File: config.mk
export PLATFORM = sky130hd
export DESIGN_NAME = brtgt_arbiter
export DESIGN_NICKNAME = d
export VERILOG_FILES = /design/src/rtl/brtgt_pkg.sv /design/src/rtl/brtgt_arbiter_rr_pick2.sv /design/src/rtl/brtgt_arbiter.sv
export SDC_FILE = /design/constraint.sdc
export NUM_CORES = 1
export LEC_CHECK = 0
export CORE_ASPECT_RATIO = 0.6
export CORE_MARGIN = 5
export CORE_UTILIZATION = 25
export DETAILED_ROUTE_END_ITERATION = 16
export GPL_ROUTABILITY_DRIVEN = 1
export GPL_TIMING_DRIVEN = 0
export PLACE_DENSITY = 0.51
export SYNTH_ARGS = -nofsm -noshare
export SYNTH_HDL_FRONTEND = slang
export SYNTH_SLANG_ARGS = --single-unit
File: constraint.sdc
create_clock -name CLK -period 8.3 [get_ports CLK]
set_input_delay 2.075 -clock CLK [delete_from_list [all_inputs] [get_ports CLK]]
set_output_delay 2.075 -clock CLK [all_outputs]
set_load 0.02 [all_outputs]
File: src/rtl/brtgt_pkg.sv
// Shared types and defaults for the branch-target arbiter.
`default_nettype none

package brtgt_pkg;

  localparam int XLEN_DEF  = 32;
  localparam int IMM_W_DEF = 13;

  typedef logic port_id_t;

  typedef enum logic {
    EMPTY = 1'b0,
    FULL  = 1'b1
  } state_t;

endpackage

`default_nettype wire

File: src/rtl/brtgt_arbiter_rr_pick2.sv
// rr_pick2: combinational 2-way round-robin / fixed-priority picker.
`default_nettype none

module rr_pick2
  import brtgt_pkg::*;
(
  input  logic       valid0,
  input  logic       valid1,
  input  port_id_t   last_grant,
  input  logic       fixed_prio,
  output logic [1:0] grant,
  output port_id_t   grant_id
);

  always_comb begin
    grant    = 2'b00;
    grant_id = 1'b0;
    if (valid0 && valid1) begin
      // On a tie the port that did not win last time goes next.
      grant_id = (fixed_prio || (last_grant == 1'b0)) ? 1'b1 : 1'b0;
      grant    = grant_id ? 2'b10 : 2'b01;
    end else if (valid0) begin
      grant    = 2'b01;
      grant_id = 1'b0;
    end else if (valid1) begin
      grant    = 2'b10;
      grant_id = 1'b1;
    end
  end

endmodule

`default_nettype wire

File: src/rtl/brtgt_arbiter.sv
// brtgt_arbiter: shared PC + sign-extended-immediate adder, two requesters, one-entry output buffer.
// Optional OUT_MISALIGN output when BRTGT_ALIGN_CHECK_EN is defined.
`default_nettype none

module brtgt_arbiter
  import brtgt_pkg::*;
#(
  parameter int XLEN       = XLEN_DEF,
  parameter int IMM_W      = IMM_W_DEF,
  parameter int FIXED_PRIO = 0
) (
  input  logic             CLK,
  input  logic             RST,
  input  logic             REQ0_VALID,
  input  logic [XLEN-1:0]  REQ0_PC,
  input  logic [IMM_W-1:0] REQ0_IMM,
  output logic             REQ0_READY,
  input  logic             REQ1_VALID,
  input  logic [XLEN-1:0]  REQ1_PC,
  input  logic [IMM_W-1:0] REQ1_IMM,
  output logic             REQ1_READY,
  output logic             OUT_VALID,
  output logic [XLEN-1:0]  OUT_TARGET,
  output logic             OUT_ID,
  input  logic             OUT_READY
`ifdef BRTGT_ALIGN_CHECK_EN
  , output logic           OUT_MISALIGN
`endif
);

  state_t          state, state_next;
  port_id_t        last_grant;
  logic [1:0]      grant;
  port_id_t        grant_id;
  logic            can_accept;
  logic            handshake;
  logic [XLEN-1:0] sel_pc;
  logic [IMM_W-1:0] sel_imm;
  logic [XLEN-1:0] target_sum;

  rr_pick2 u_pick (
    .valid0     (REQ0_VALID),
    .valid1     (REQ1_VALID),
    .last_grant (last_grant),
    .fixed_prio (FIXED_PRIO != 0),
    .grant      (grant),
    .grant_id   (grant_id)
  );

  assign can_accept = (state == EMPTY) || OUT_READY;
  // Requests seen while reset is asserted are never accepted.
  assign REQ0_READY = !RST && can_accept && grant[0];
  assign REQ1_READY = !RST && can_accept && grant[1];
  assign handshake  = REQ0_READY || REQ1_READY;

  assign sel_pc     = grant_id ? REQ1_PC  : REQ0_PC;
  assign sel_imm    = grant_id ? REQ1_IMM : REQ0_IMM;
  assign target_sum = sel_pc + {{(XLEN-IMM_W){sel_imm[IMM_W-1]}}, sel_imm};

  always_comb begin
    state_next = state;
    if (handshake)
      state_next = FULL;
    else if ((state == FULL) && OUT_READY)
      state_next = EMPTY;
  end

  always_ff @(posedge CLK) begin
    if (RST)
      state <= EMPTY;
    else
      state <= state_next;
  end

  always_ff @(posedge CLK) begin
    if (RST) begin
      last_grant <= 1'b1;
      OUT_TARGET <= '0;
      OUT_ID     <= 1'b0;
    end else if (handshake) begin
      last_grant <= grant_id;
      OUT_TARGET <= target_sum;
      OUT_ID     <= grant_id;
    end
  end

`ifdef BRTGT_ALIGN_CHECK_EN
  always_ff @(posedge CLK) begin
    if (RST)
      OUT_MISALIGN <= 1'b0;
    else if (handshake)
      OUT_MISALIGN <= target_sum[1] | target_sum[0];
  end
`endif

  assign OUT_VALID = (state == FULL);

endmodule

`default_nettype wire

# == Word-level counts from Yosys, hierarchy flattened ==
# Index checks and enable logic that the tools add are counted.
# totals
register_bits,35
inputBits,95
out_inout_bits,36
elab_cells,27
# classes
add_sub_neg,1
n_mux,12
bitwise,1
n_reduce_logical,9
# op_table
operator,count
32-bit adder,1
32-bit 2-to-1 mux,1
13-bit 2-to-1 mux,1
2-bit 2-to-1 mux,4
1-bit 2-to-1 mux,6
1-bit logical AND,5
1-bit logical OR,2
2-bit nonzero test,1
1-bit zero test,1
1-bit inverter,1

# == Longest topological paths before layout ==
# depth
depth_word,6
depth_mapped,17
depth_no_buf,13

# == Cells and area by module ==
# From an unflattened synthesis, not the netlist that was laid out.
# unflattened
hier_cells,447
hier_area_um2,3553.4
# by_module_without_submodules
mod,instances,cells_per_inst,area_per_inst_um2,seq_area_each_um2
brtgt_arbiter,1,442,3515.9,700.7
rr_pick2,1,5,37.5,0.0

# == Worst setup path before layout ==
# Ideal clock, no wire load.
# synth_timing
path_kind,input -> register
from,input port REQ1_VALID
to,register OUT_TARGET[26]
setup_time_ns,0.127
t_arrival_ns,5.331
setup_slack_ns,2.841
cell_stages,17
path_buffers,4
cell_sequence,a21boi_2 > buf_4 > clkbuf_1 > clkbuf_1 > clkbuf_1 > nand2_1 > nand2_1 > ha_1 > fa_1 > a211oi_1 > o21ai_0 > a21bo_2 > o211a_1 > a311o_1 > mux2i_1 > xor2_1 > o21ai_1
# synth_via
elab_chain_len,5
elab_cells_between_ends,13
cone_classes,1 x add/sub; 8 x mux; 4 x reduce/logical
# synth_lines
element,line_no,source
"start, declared",brtgt_arbiter.sv:18,"input logic REQ1_VALID,"
1-bit 2-to-1 mux / 2-bit 2-to-1 mux (equally long branches),brtgt_arbiter_rr_pick2.sv:25,end else if (valid1) begin
1-bit 2-to-1 mux / 2-bit 2-to-1 mux (equally long branches),brtgt_arbiter_rr_pick2.sv:22,end else if (valid0) begin
1-bit 2-to-1 mux / 2-bit 2-to-1 mux (equally long branches),brtgt_arbiter_rr_pick2.sv:18,if (valid0 && valid1) begin
"32-bit 2-to-1 mux, or another cell as far along",brtgt_arbiter.sv:56,assign sel_pc = grant_id ? REQ1_PC : REQ0_PC;
32-bit adder / 1-bit logical OR (equally long branches),"brtgt_arbiter.sv:58, brtgt_arbiter.sv:54",
"end signal, assigned",brtgt_arbiter.sv:82,OUT_TARGET <= target_sum;
"end, declared",brtgt_arbiter.sv:23,"output logic [XLEN-1:0] OUT_TARGET,"
# Several ways; a longest one is shown, not always the timed one.
# A chain may end at the register's enable or synchronous reset.

# == Worst setup path after layout ==
# layout_timing
from,input port REQ1_VALID
to,register OUT_TARGET[29]
# Same word-level chain as after synthesis.

==> impl_metrics.ini <==
[run_status]
status = completed

[finish]
layout.cells.most_common_list = sky130_fd_sc_hd__nand2_1 (162), sky130_fd_sc_hd__clkdlybuf4s50_1 (129), sky130_fd_sc_hd__a21oi_1 (56)
fillerInstances = 1565
final_common_cell = sky130_fd_sc_hd__nand2_1
area_growth_syn_to_layout_pct = 45.62
stdcell_area_um2 = 5528
final_nets = 813
diodes = 0
drive_above_1_share_pct = 4.769
final_cell_count_no_fill = 890

[clock_tree]
sinks_on_the_clock_net = 35
htree_num_levels = 2
reg_clk_slew_reported_paths_ps = 60
cts_resized = 0
post-cts-setup-buffer-count = 0
number_of_hold_buffers_added_after_cts = 0
clk_root_buffer_cell = sky130_fd_sc_hd__clkbuf_16
clock_path_buffers = 2
cts-buffers-inserted = 5
clk_latency_ps = 270
clock_tree_from_tritoncts = done

[place]
place.detailed.instances = 882
hpwlAfterDp_um = 12510
port_buffers = 129
place.gp.congestion = 0.8657
dp_worst_slack_ps = 999.0
post_dp_cell_area_um2 = 5335

[worst_setup_path]
reg2reg_to = OUT_TARGET[29]
regToRegStartpoint = last_grant
crit_path_start_kind = input port
crit_required_ps = 8450
worst-r2r-setup-slack_ps = 3320
worstSetupPathType = input port to flip-flop
setup.worst_path.end_class = flip-flop
critical_path.max_fanout = 10
reg2reg_depth = 16
worstPathArrival_ps = 7170

[timing]
finalWorstSetupSlack_ps = 1278
tns_ps = 0
worst_pin_slew_ps = 831.1
report.final.slew_viol_count = 0
grt_setup_unrepaired = false
period_utilization_post_route_pct = 84.61
hold_violations = 0
max_slew_margin_pct = 43.01
final_period_minus_worst_setup_slack_ps = 7022
fin_worst_skew_ps = 4.078
setup_viol = 0
holdWs_ps = 454.3
fmax_mhz = 142.4

[floorplanning]
die_width_um = 169.1
floorplan_die_height_um = 105.5
die_outline_area_um2 = 17830
floorplan.initialDensity_pct = 25.87
rows = 34
top_level_ports = 131
design.core.area_um2 = 14680

[pwr]
max-vdd-ir-drop_uv = 109.2
power_leakage_uw = 0.002314
p_per_area_nw_per_um2 = 169.0

[drt]
wl_per_cell_um = 16.63
route.final.wire_length_um = 14800
post-route-drc-count = 0
initial_drc_count = 281
routed_via_density = 4.801
route.antenna.remaining_nets = 0
detailedRoute.firstPassIterationCount = 5
detailroute.via_count = 4273

[min_path]
holdCritPathClass = flip-flop to flip-flop
holdPathEnd = OUT_TARGET[9]
min-delay-start = OUT_TARGET[9]
hold-path-cell-count = 2

[global_route]
globalRoute.totalOverflow = 0
first_global_vias = 4000
global_route.usage.total_pct = 15.96
gr-usage-met1_pct = 26.55
grt_util_met3_pct = 4.302
grt_util_met2_pct = 20.11
grt_start_max_net_pins = 24
first_pass_grt_wire_length_um = 22650
grt_antenna_before_repair = 0
grt-busiest-layer = met1

[yosys]
ys_ff_latch = 35
ys_types = 64
synthesis.instances = 555
syn_area_per_cell_um2 = 6.840
ys.flop_type = sky130_fd_sc_hd__dfxtp_1
synth_fp_nets = 677
yosysWarningCount = 0
netlist_area_um2 = 3796
ys_async_sr_fraction_pct = 0
synth_seq_area_share_pct = 18.46
synth-edff-count = 0

[flow_run]
timing.max_cap.violations = 0
[cells by family after synthesis]
logic type,count (synthesis),synth area share (%)
AOI/OAI and AO/OA,146,24.98
xor gates and xnor gates,40,9.229
adders and majority gates,27,9.097
buffers and inverters,41,4.515
DFF,35,18.46
muxes,14,4.581
and+or+nand+nor,252,29.14
[per-layer routing]
| metal | share of wire (%) | vias to the layer above | wire length (um) |
|---|---|---|---|
| li1 | - | 2221 | - |
| met1 | 56 | 1917 | 8312 |
| met2 | 35 | 128 | 5151 |
| met3 | 8.6 | 7 | 1267 |
| met4 | 0.46 | 0 | 68 |
| met5 | 0 | - | 0 |
[sequential cells by signal, indices dropped and copies added (netlist names)]
signal,flops
last_grant,1
OUT_VALID,1
OUT_ID,1
OUT_TARGET,32
[worst max-delay path, stage by stage]
cell,delay (ps)
sky130_fd_sc_hd__clkdlybuf4s50_1,550
sky130_fd_sc_hd__a21boi_2,380
sky130_fd_sc_hd__buf_4,260
sky130_fd_sc_hd__clkbuf_1,630
sky130_fd_sc_hd__clkbuf_1,420
sky130_fd_sc_hd__clkbuf_1,520
sky130_fd_sc_hd__nand2_1,110
sky130_fd_sc_hd__nand2_1,80
sky130_fd_sc_hd__ha_1,230
sky130_fd_sc_hd__a21oi_1,100
sky130_fd_sc_hd__o22ai_1,290
sky130_fd_sc_hd__a41o_1,340
sky130_fd_sc_hd__a21oi_2,130
sky130_fd_sc_hd__o32ai_2,490
sky130_fd_sc_hd__a21oi_1,150
sky130_fd_sc_hd__xor2_1,330
sky130_fd_sc_hd__o21ai_1,90
[Yosys cell counts, drive strengths merged, types with 13 or more instances]
master	count	share of area (%)
clkbuf	16	1.6
ha	26	8.6
xnor2	28	6.5
o21ai	27	3.6
mux2i	13	4.3
a21oi	58	8.0
nand2	162	16
dfxtp	35	18
nand3	19	2.5
inv	13	1.3
nor2	27	2.7
[where the power goes]
group | internal (uW) | switching, uW | leakage [uW]
Combinational | 209 | 276 | 0.00193
Sequential | 193 | 14.8 | 0.000289
Clock | 172 | 70.1 | 0.0000900
Total | 573 | 361 | 0.00231
[layout make-up]
class | count | area (um^2) | area share (%)
Buffer | 28 | 122.6 | 2.218
Inverter | 13 | 48.80 | 0.8828
Tap cell | 198 | 247.7 | 4.482
Sequential cell | 35 | 700.7 | 12.68
Timing Repair Buffer | 129 | 1291 | 23.36
Clock inverter | 3 | 67.56 | 1.222
Multi-Input combinational cell | 479 | 2924 | 52.90
Clock buffer | 5 | 125.1 | 2.263
[stage by stage]
step / util (%) / total power (uW)
final: 37.66 / 934.3
after global routing: 37.66 / 993.8
after CTS: 37.66 / 933.9
after detailed placement: 36.35 / 690.2
after global placement: 36.35 / 687.2
after floorplan: - / 496.8
[worst max path at each step]
stage / from / to
after floorplan: REQ1_VALID / OUT_TARGET[26]
after global placement: REQ1_VALID / OUT_TARGET[25]
after detailed placement: REQ1_VALID / OUT_TARGET[25]
after CTS: REQ1_VALID / OUT_TARGET[26]
after global routing: REQ1_VALID / OUT_TARGET[26]
final: REQ1_VALID / OUT_TARGET[29]
Power figures use the tool's default switching activity.
